--- src/rtl/router_out_arb_if.sv ---
// -----------------------------------------------------------------------------
// router_out_arb_if
// Bundles the per-input request/flit/ready signals, the registered output flit,
// and the credit/status signals of one router output port.
//
// Modports:
//   slave  - the arbiter (router_out_arb): consumes requests, flits, credit_in;
//            produces in_ready, the output flit and status.
//   master - the surrounding logic (route compute, input buffers, downstream).
//
// Optional: ROUTER_ARB_STATS_EN adds pkt_cnt[15:0] (completed-packet counter).
// -----------------------------------------------------------------------------
interface router_out_arb_if #(
  parameter int NUM_IN = 3,
  parameter int DATA_W = 32,
  parameter int CNT_W  = 4
);
  logic [NUM_IN-1:0]        in_req;
  logic [NUM_IN-1:0]        in_valid;
  logic [NUM_IN-1:0]        in_tail;
  logic [NUM_IN*DATA_W-1:0] in_data;
  logic [NUM_IN-1:0]        in_ready;
  logic                     out_valid;
  logic [DATA_W-1:0]        out_data;
  logic                     out_tail;
  logic                     credit_in;
  logic [CNT_W-1:0]         credit_cnt;
  logic [2:0]               grant_idx;
  logic                     locked;
  logic                     credit_err;
`ifdef ROUTER_ARB_STATS_EN
  logic [15:0]              pkt_cnt;
`endif

  modport slave (
    input  in_req, in_valid, in_tail, in_data, credit_in,
    output in_ready, out_valid, out_data, out_tail,
           credit_cnt, grant_idx, locked, credit_err
`ifdef ROUTER_ARB_STATS_EN
  , output pkt_cnt
`endif
  );

  modport master (
    output in_req, in_valid, in_tail, in_data, credit_in,
    input  in_ready, out_valid, out_data, out_tail,
           credit_cnt, grant_idx, locked, credit_err
`ifdef ROUTER_ARB_STATS_EN
  , input  pkt_cnt
`endif
  );
endinterface

--- src/rtl/router_out_arb.sv ---
// -----------------------------------------------------------------------------
// router_out_arb
// Output-port allocator and flit mux. Round-robin arbitrates among the inputs
// requesting this port, locks the winner for a whole packet (wormhole), forwards
// its flits through one register stage and tracks downstream buffer credits.
//
// Ports:
//   clk    - single clock, all state on the rising edge
//   rst_n  - synchronous active-low reset
//   bus    - router_out_arb_if.slave:
//            in_req/in_valid/in_tail/in_data (per input), in_ready (comb),
//            out_valid/out_data/out_tail (registered), credit_in, credit_cnt,
//            grant_idx/locked (current owner), credit_err (sticky overflow)
//
// Optional: define ROUTER_ARB_STATS_EN to add pkt_cnt[15:0], a wrapping count
// of tail-flit transfers.
// -----------------------------------------------------------------------------
module router_out_arb #(
  parameter int NUM_IN  = 3,   // 2..8
  parameter int DATA_W  = 32,
  parameter int CREDITS = 4,   // 1..15
  parameter int CNT_W   = 4
) (
  input  logic              clk,
  input  logic              rst_n,
  router_out_arb_if.slave   bus
);

  typedef enum logic {S_IDLE, S_LOCKED} state_t;

  localparam logic [CNT_W-1:0] CRED_MAX = CNT_W'(CREDITS);
  localparam logic [2:0]       LAST_IN  = 3'(NUM_IN - 1);

  state_t              state;
  logic [2:0]          rr_ptr;
  logic [2:0]          grant_idx;
  logic                locked;
  logic [CNT_W-1:0]    credit_cnt;
  logic                credit_err;
  logic                out_valid;
  logic [DATA_W-1:0]   out_data;
  logic                out_tail;
`ifdef ROUTER_ARB_STATS_EN
  logic [15:0]         pkt_cnt;
`endif

  // Combinational arbitration and flit selection
  logic [2*NUM_IN-1:0] req_rot;   // requests rotated so rr_ptr sits at bit 0
  logic                found;
  logic [3:0]          pick;
  logic [NUM_IN-1:0]   ready;
  logic                xfer;
  logic                sel_tail;
  logic [DATA_W-1:0]   sel_data;

  always_comb begin
    // NOTE: every signal driven here gets a default before any conditional
    // assignment; a path that left one unassigned would infer a latch.
    req_rot  = {bus.in_req, bus.in_req} >> rr_ptr;
    found    = 1'b0;
    pick     = '0;
    ready    = '0;
    xfer     = 1'b0;
    sel_tail = 1'b0;
    sel_data = '0;

    // First requester at or after rr_ptr, wrapping around.
    for (int k = 0; k < NUM_IN; k++) begin
      if (!found && req_rot[k]) begin
        found = 1'b1;
        pick  = 4'(rr_ptr) + 4'(k);
        if (pick >= 4'(NUM_IN)) pick = pick - 4'(NUM_IN);
      end
    end

    // Only the owner may send, and only while a downstream slot is free.
    // A credit arriving this cycle is not counted until the next one.
    for (int i = 0; i < NUM_IN; i++) begin
      ready[i] = (state == S_LOCKED) && (credit_cnt != '0) && (grant_idx == 3'(i));
      if (ready[i] && bus.in_valid[i]) begin
        xfer     = 1'b1;
        sel_tail = bus.in_tail[i];
        sel_data = bus.in_data[i*DATA_W +: DATA_W];
      end
    end
  end

  always_ff @(posedge clk) begin
    // NOTE: all state uses non-blocking assignments so every register samples
    // the pre-edge values regardless of statement order.
    if (!rst_n) begin
      state      <= S_IDLE;
      rr_ptr     <= '0;
      grant_idx  <= '0;
      locked     <= 1'b0;
      credit_cnt <= CRED_MAX;
      credit_err <= 1'b0;
      out_valid  <= 1'b0;
      out_data   <= '0;
      out_tail   <= 1'b0;
`ifdef ROUTER_ARB_STATS_EN
      pkt_cnt    <= '0;
`endif
    end else begin
      case (state)
        S_IDLE: begin
          // A grant, once made, stands even if in_req drops next cycle.
          if (found) begin
            grant_idx <= pick[2:0];
            locked    <= 1'b1;
            state     <= S_LOCKED;
          end
        end
        S_LOCKED: begin
          // Only the tail flit releases the port; in_req is ignored here.
          if (xfer && sel_tail) begin
            locked <= 1'b0;
            state  <= S_IDLE;
            rr_ptr <= (grant_idx == LAST_IN) ? 3'd0 : grant_idx + 3'd1;
`ifdef ROUTER_ARB_STATS_EN
            pkt_cnt <= pkt_cnt + 16'd1;
`endif
          end
        end
        default: state <= S_IDLE;
      endcase

      // Output register: payload holds when no flit moves.
      out_valid <= xfer;
      if (xfer) begin
        out_data <= sel_data;
        out_tail <= sel_tail;
      end

      // Credit accounting; a simultaneous send and return cancel out.
      if (xfer && !bus.credit_in) begin
        credit_cnt <= credit_cnt - 1'b1;
      end else if (bus.credit_in && !xfer) begin
        if (credit_cnt == CRED_MAX) credit_err <= 1'b1;
        else                        credit_cnt <= credit_cnt + 1'b1;
      end
    end
  end

  assign bus.in_ready   = ready;
  assign bus.out_valid  = out_valid;
  assign bus.out_data   = out_data;
  assign bus.out_tail   = out_tail;
  assign bus.credit_cnt = credit_cnt;
  assign bus.grant_idx  = grant_idx;
  assign bus.locked     = locked;
  assign bus.credit_err = credit_err;
`ifdef ROUTER_ARB_STATS_EN
  assign bus.pkt_cnt    = pkt_cnt;
`endif

endmodule
--- src/flat_wrapper.sv ---
// flat-port wrapper written by rule: the top's interface ports become plain ports
module router_out_arb_flat 
#(
  parameter int NUM_IN  = 3,          
  parameter int DATA_W  = 32,
  parameter int CREDITS = 4,           
  parameter int CNT_W   = 4
)
  (clk, rst_n, bus_in_req, bus_in_valid, bus_in_tail, bus_in_data, bus_credit_in, bus_in_ready, bus_out_valid, bus_out_data, bus_out_tail, bus_credit_cnt, bus_grant_idx, bus_locked, bus_credit_err);
  router_out_arb_if #(.NUM_IN(NUM_IN), .DATA_W(DATA_W), .CNT_W(CNT_W)) bus_i ();
  input  logic clk;
  input  logic rst_n;
  input wire logic [$bits(bus_i.in_req)-1:0] bus_in_req;
  input wire logic [$bits(bus_i.in_valid)-1:0] bus_in_valid;
  input wire logic [$bits(bus_i.in_tail)-1:0] bus_in_tail;
  input wire logic [$bits(bus_i.in_data)-1:0] bus_in_data;
  input wire logic [$bits(bus_i.credit_in)-1:0] bus_credit_in;
  output wire logic [$bits(bus_i.in_ready)-1:0] bus_in_ready;
  output wire logic [$bits(bus_i.out_valid)-1:0] bus_out_valid;
  output wire logic [$bits(bus_i.out_data)-1:0] bus_out_data;
  output wire logic [$bits(bus_i.out_tail)-1:0] bus_out_tail;
  output wire logic [$bits(bus_i.credit_cnt)-1:0] bus_credit_cnt;
  output wire logic [$bits(bus_i.grant_idx)-1:0] bus_grant_idx;
  output wire logic [$bits(bus_i.locked)-1:0] bus_locked;
  output wire logic [$bits(bus_i.credit_err)-1:0] bus_credit_err;
  assign bus_i.in_req = bus_in_req;
  assign bus_i.in_valid = bus_in_valid;
  assign bus_i.in_tail = bus_in_tail;
  assign bus_i.in_data = bus_in_data;
  assign bus_i.credit_in = bus_credit_in;
  assign bus_in_ready = bus_i.in_ready;
  assign bus_out_valid = bus_i.out_valid;
  assign bus_out_data = bus_i.out_data;
  assign bus_out_tail = bus_i.out_tail;
  assign bus_credit_cnt = bus_i.credit_cnt;
  assign bus_grant_idx = bus_i.grant_idx;
  assign bus_locked = bus_i.locked;
  assign bus_credit_err = bus_i.credit_err;
  router_out_arb #(.NUM_IN(NUM_IN), .DATA_W(DATA_W), .CREDITS(CREDITS), .CNT_W(CNT_W)) u_core (.clk(clk), .rst_n(rst_n), .bus(bus_i));
endmodule
--- config.mk ---
export PLATFORM = sky130hd
export DESIGN_NAME = router_out_arb_flat
export DESIGN_NICKNAME = d
export VERILOG_FILES = /design/src/rtl/router_out_arb_if.sv /design/src/rtl/router_out_arb.sv /design/src/flat_wrapper.sv
export SDC_FILE = /design/constraint.sdc
export NUM_CORES = 1
export LEC_CHECK = 0
export BUFFER_PORTS_ARGS = -buffer_cell sky130_fd_sc_hd__buf_2
export CORE_ASPECT_RATIO = 1.25
export CORE_MARGIN = 1
export CORE_UTILIZATION = 43
export CTS_CLUSTER_SIZE = 10
export DETAILED_ROUTE_END_ITERATION = 16
export GPL_TIMING_DRIVEN = 0
export PLACE_DENSITY = 0.82
export SYNTH_ARGS = -nofsm -noshare
export SYNTH_HDL_FRONTEND = slang
export SYNTH_SLANG_ARGS = --single-unit
--- constraint.sdc ---
create_clock -name clk -period 3.3 [get_ports clk]
set_input_delay 0.33 -clock clk [delete_from_list [all_inputs] [get_ports clk]]
set_output_delay 0.33 -clock clk [all_outputs]
set_load 0.005 [all_outputs]
==> flow_summary.toml <==
[power]
internal_power_mw = 1.02
swShare_pct = 28.3
power_mw = 1.43
ir_drop_mv = 0.172
p_clk_share_pct = 31.0
pwr-share-comb_pct = 24.1
switchingPower_mw = 0.404
leakage_nw = 1.68
seqPwrFrac_pct = 44.9
power.density_nw_per_um2 = 392

[yosys]
yosys_most_used_dff = "dfxtp_1"
synthTopCellsByCount = "dfxtp_1 (47), nand2_1 (47), a21oi_1 (44), a222oi_1 (32), nor2_1 (18)"
ys_seq_area_share_pct = 35.5
synth.top_cell.area_share_pct = 35.5
mappedNetlistArea_um2 = 2650
synthArstFlopShare_pct = 0
yosysWarnings = 0
synth_nets = 436
synth.area.top_cells = "dfxtp_1 (35%), a222oi_1 (12%), a21oi_1 (8.3%), nand2_1 (6.6%), ha_1 (6.1%)"
synth_top_cell_by_area = "dfxtp_1"
syn_inst = 315
synth.avg_cell_area_um2 = 8.42
ys_ff_latch = 47
synth_cell_types = 46
synth-edff-count = 0

[timing]
period_minus_slack_ns = 3.12
drv_slew = 0
hold_violations = 0
tightest_slew_ns = 0.575
fin_setup_tns_ns = 0
fin_skew_ns = 0.00923
rsz0062_at_grt = "false"
slew_headroom_pct = 61.5
setup_viol = 0
post-route-period-util_pct = 94.4
setup_ws_ns = 0.184
max_freq_mhz = 321

[cts]
clock_path_buffers = 2
cts_tree = "built"
insertion_delay_ns = 0.31
cts_setup_buffers = 0
numCtsBuffers = 5
htreeDepth = 2
clockRootBuffer = "clkbuf_8"
clkSlewWorstSetupHoldPaths_ns = 0.09
clock_sinks = 47

[global_routing]
met3_usage_pct = 7.06
antenna_found_initial = 0
grt.busiest_layer = "met2"
grt_pass1_wl_um = 13200
grt-ovfl-total = 0
track_usage_pct = 25.7
gr-usage-met2_pct = 45.6
grt_use_met1_pct = 28.7
first_global_vias = 2802
grt_max_degree = 15

[placement]
place.gp.congestion = 0.891
portBuffers = 152
dp_slack_ns = 0.0507
dp_hpwl_um = 6940
dpl_cell_area_um2 = 3520

[layout]
multi_input_area_um2 = 1550
area_delta_synth_final_pct = 37.3
fillers = 515
fin_area_um2 = 3640
layout.nets = 595
final_util_pct = 62.2
seq_area_um2 = 941
antenna_cells_inserted = 0
drive_gt1_share_pct = 36.6

[worst_setup_path]
arrival_ns = 3.31
start_kind = "register"
cp-end-kind = "register"
path_cells = "buf_6, or4_1, and3b_1, buf_2, nand2_4, buf_4, inv_1, ha_1, xor2_1, ha_1, a21oi_1, xnor2_1, nand2_1, xor2_1, nand2_1"
crit_slowest_cell = "or4_1"
required_ns = 3.49
cpPeakStageDelay_ns = 0.48
path_class = "reg -> reg"
cp_max_fo = 10

[floorplanning]
rows = 31
fp.dieW_um = 72.3
start_util_pct = 45.3
die_area_um2 = 6490
die-height_um = 89.8
core_area_um2 = 5860
num_io_pins = 154

[hold_path]
hold_class = "in -> reg"

[routing]
postRouteAntennaNets = 0
via_per_inst = 5.63
drt_wl_total_um = 8920
drc = 0
wl_per_cell_um = 16.0
drt_iter0_drc = 266
dr.pass1.iters = 9
dr_total_vias = 3135

[outcome]
outcome = "finished clean"

[run]
cap_violations = 0
## sequential cells by signal, indices dropped and copies added, names as in the netlist
name                   cells
u_core.bus.out_data       32
u_core.bus.credit_cnt      4
u_core.bus.grant_idx       3
u_core.rr_ptr              3
u_core.bus.credit_err      1
u_core.bus.locked          1
u_core.bus.out_tail        1
u_core.bus.out_valid       1
u_core.state               1
## layout make-up
cell class                      count  share of cell area [%]
Buffer                             26                    3.91
Clock buffer                        6                    2.27
Clock inverter                      2                   0.961
Inverter                            9                   0.927
Multi-Input combinational cell    233                    42.4
Sequential cell                    47                    25.8
Tap cell                           82                    2.81
Timing Repair Buffer              152                    20.9
## worst paths after layout
check | start | end | slack, ns | cells past startpoint
min | bus_in_data[30] | u_core.bus.out_data[30]$_SDFFE_PN0N_ | 0.25 | 3
max reg2reg | u_core.bus.credit_cnt[1]$_SDFFE_PN0P_ | u_core.bus.credit_cnt[2]$_SDFFE_PN1P_ | 0.18 | 15
max | u_core.bus.credit_cnt[1]$_SDFFE_PN0P_ | u_core.bus.credit_cnt[2]$_SDFFE_PN1P_ | 0.18 | 15
min reg2reg | u_core.bus.credit_err$_SDFFE_PN0P_ | u_core.bus.credit_err$_SDFFE_PN0P_ | 0.47 | 2
## per-layer routing
layer	wire length, µm	vias up
li1	-	1504
met1	3330	1431
met2	4500	184
met3	899	16
met4	189	0
met5	0	-
## worst max-delay path, delay by kind of cell (launching register included)
kind,cells,cell delay (ns)
and+or+nand+nor,5,0.98
AOI/OAI and AO/OA,1,0.16
DFF,1,0.33
buffers and inverters,4,0.55
adders and majority gates,2,0.46
xor gates and xnor gates,3,0.50
## stage by stage
stage,hold WS (ns),std cells
4_1_cts,0.251,557
3_5_place_dp,0.462,549
2_1_floorplan,0.392,315
6_report,0.249,557
3_3_place_gp,0.452,549
5_1_grt,0.262,557
## power by group through the flow
| stage | sequential, mW | clock [mW] | combinational [mW] |
|---|---|---|---|
| finish | 0.642 | 0.442 | 0.344 |
| global route | 0.645 | 0.461 | 0.377 |
| CTS | 0.640 | 0.445 | 0.339 |
| detailed placement | 0.654 | 0 | 0.337 |
| global placement | 0.652 | 0 | 0.332 |
| floorplan | 0.653 | 0 | 0.178 |
## placed cells by master, fill, tap and decap left out, drive strengths merged, types with 4 or more instances in the layout
cell type and instances:
o21ai 8, dfxtp 47, xnor2 5, ha 13, a222oi 32, a21oi 44
nand3b 7, nand2 47, nor2 18, inv 9, buf 162, nand2b 5
clkbuf 22, nor3 4
## cell families (layout without fill, tap and decap cells)
kind of cell,Yosys count,in the layout,synth area share [%]
buf+inv,35,195,6.55
flops,47,47,35.5
compound gates,103,103,27.6
fa+ha+maj,13,13,6.13
simple gates,105,105,20.1
mux,4,4,1.56
xor+xnor,8,8,2.64
## what timing repair did
action	4_1_cts	5_1_grt
endpoints found under the hold margin	0	0
gates resized for setup	1	2
hold buffers	0	0
endpoints found under the setup margin	1	1
Note: power is estimated with default switching activity, not from simulation.
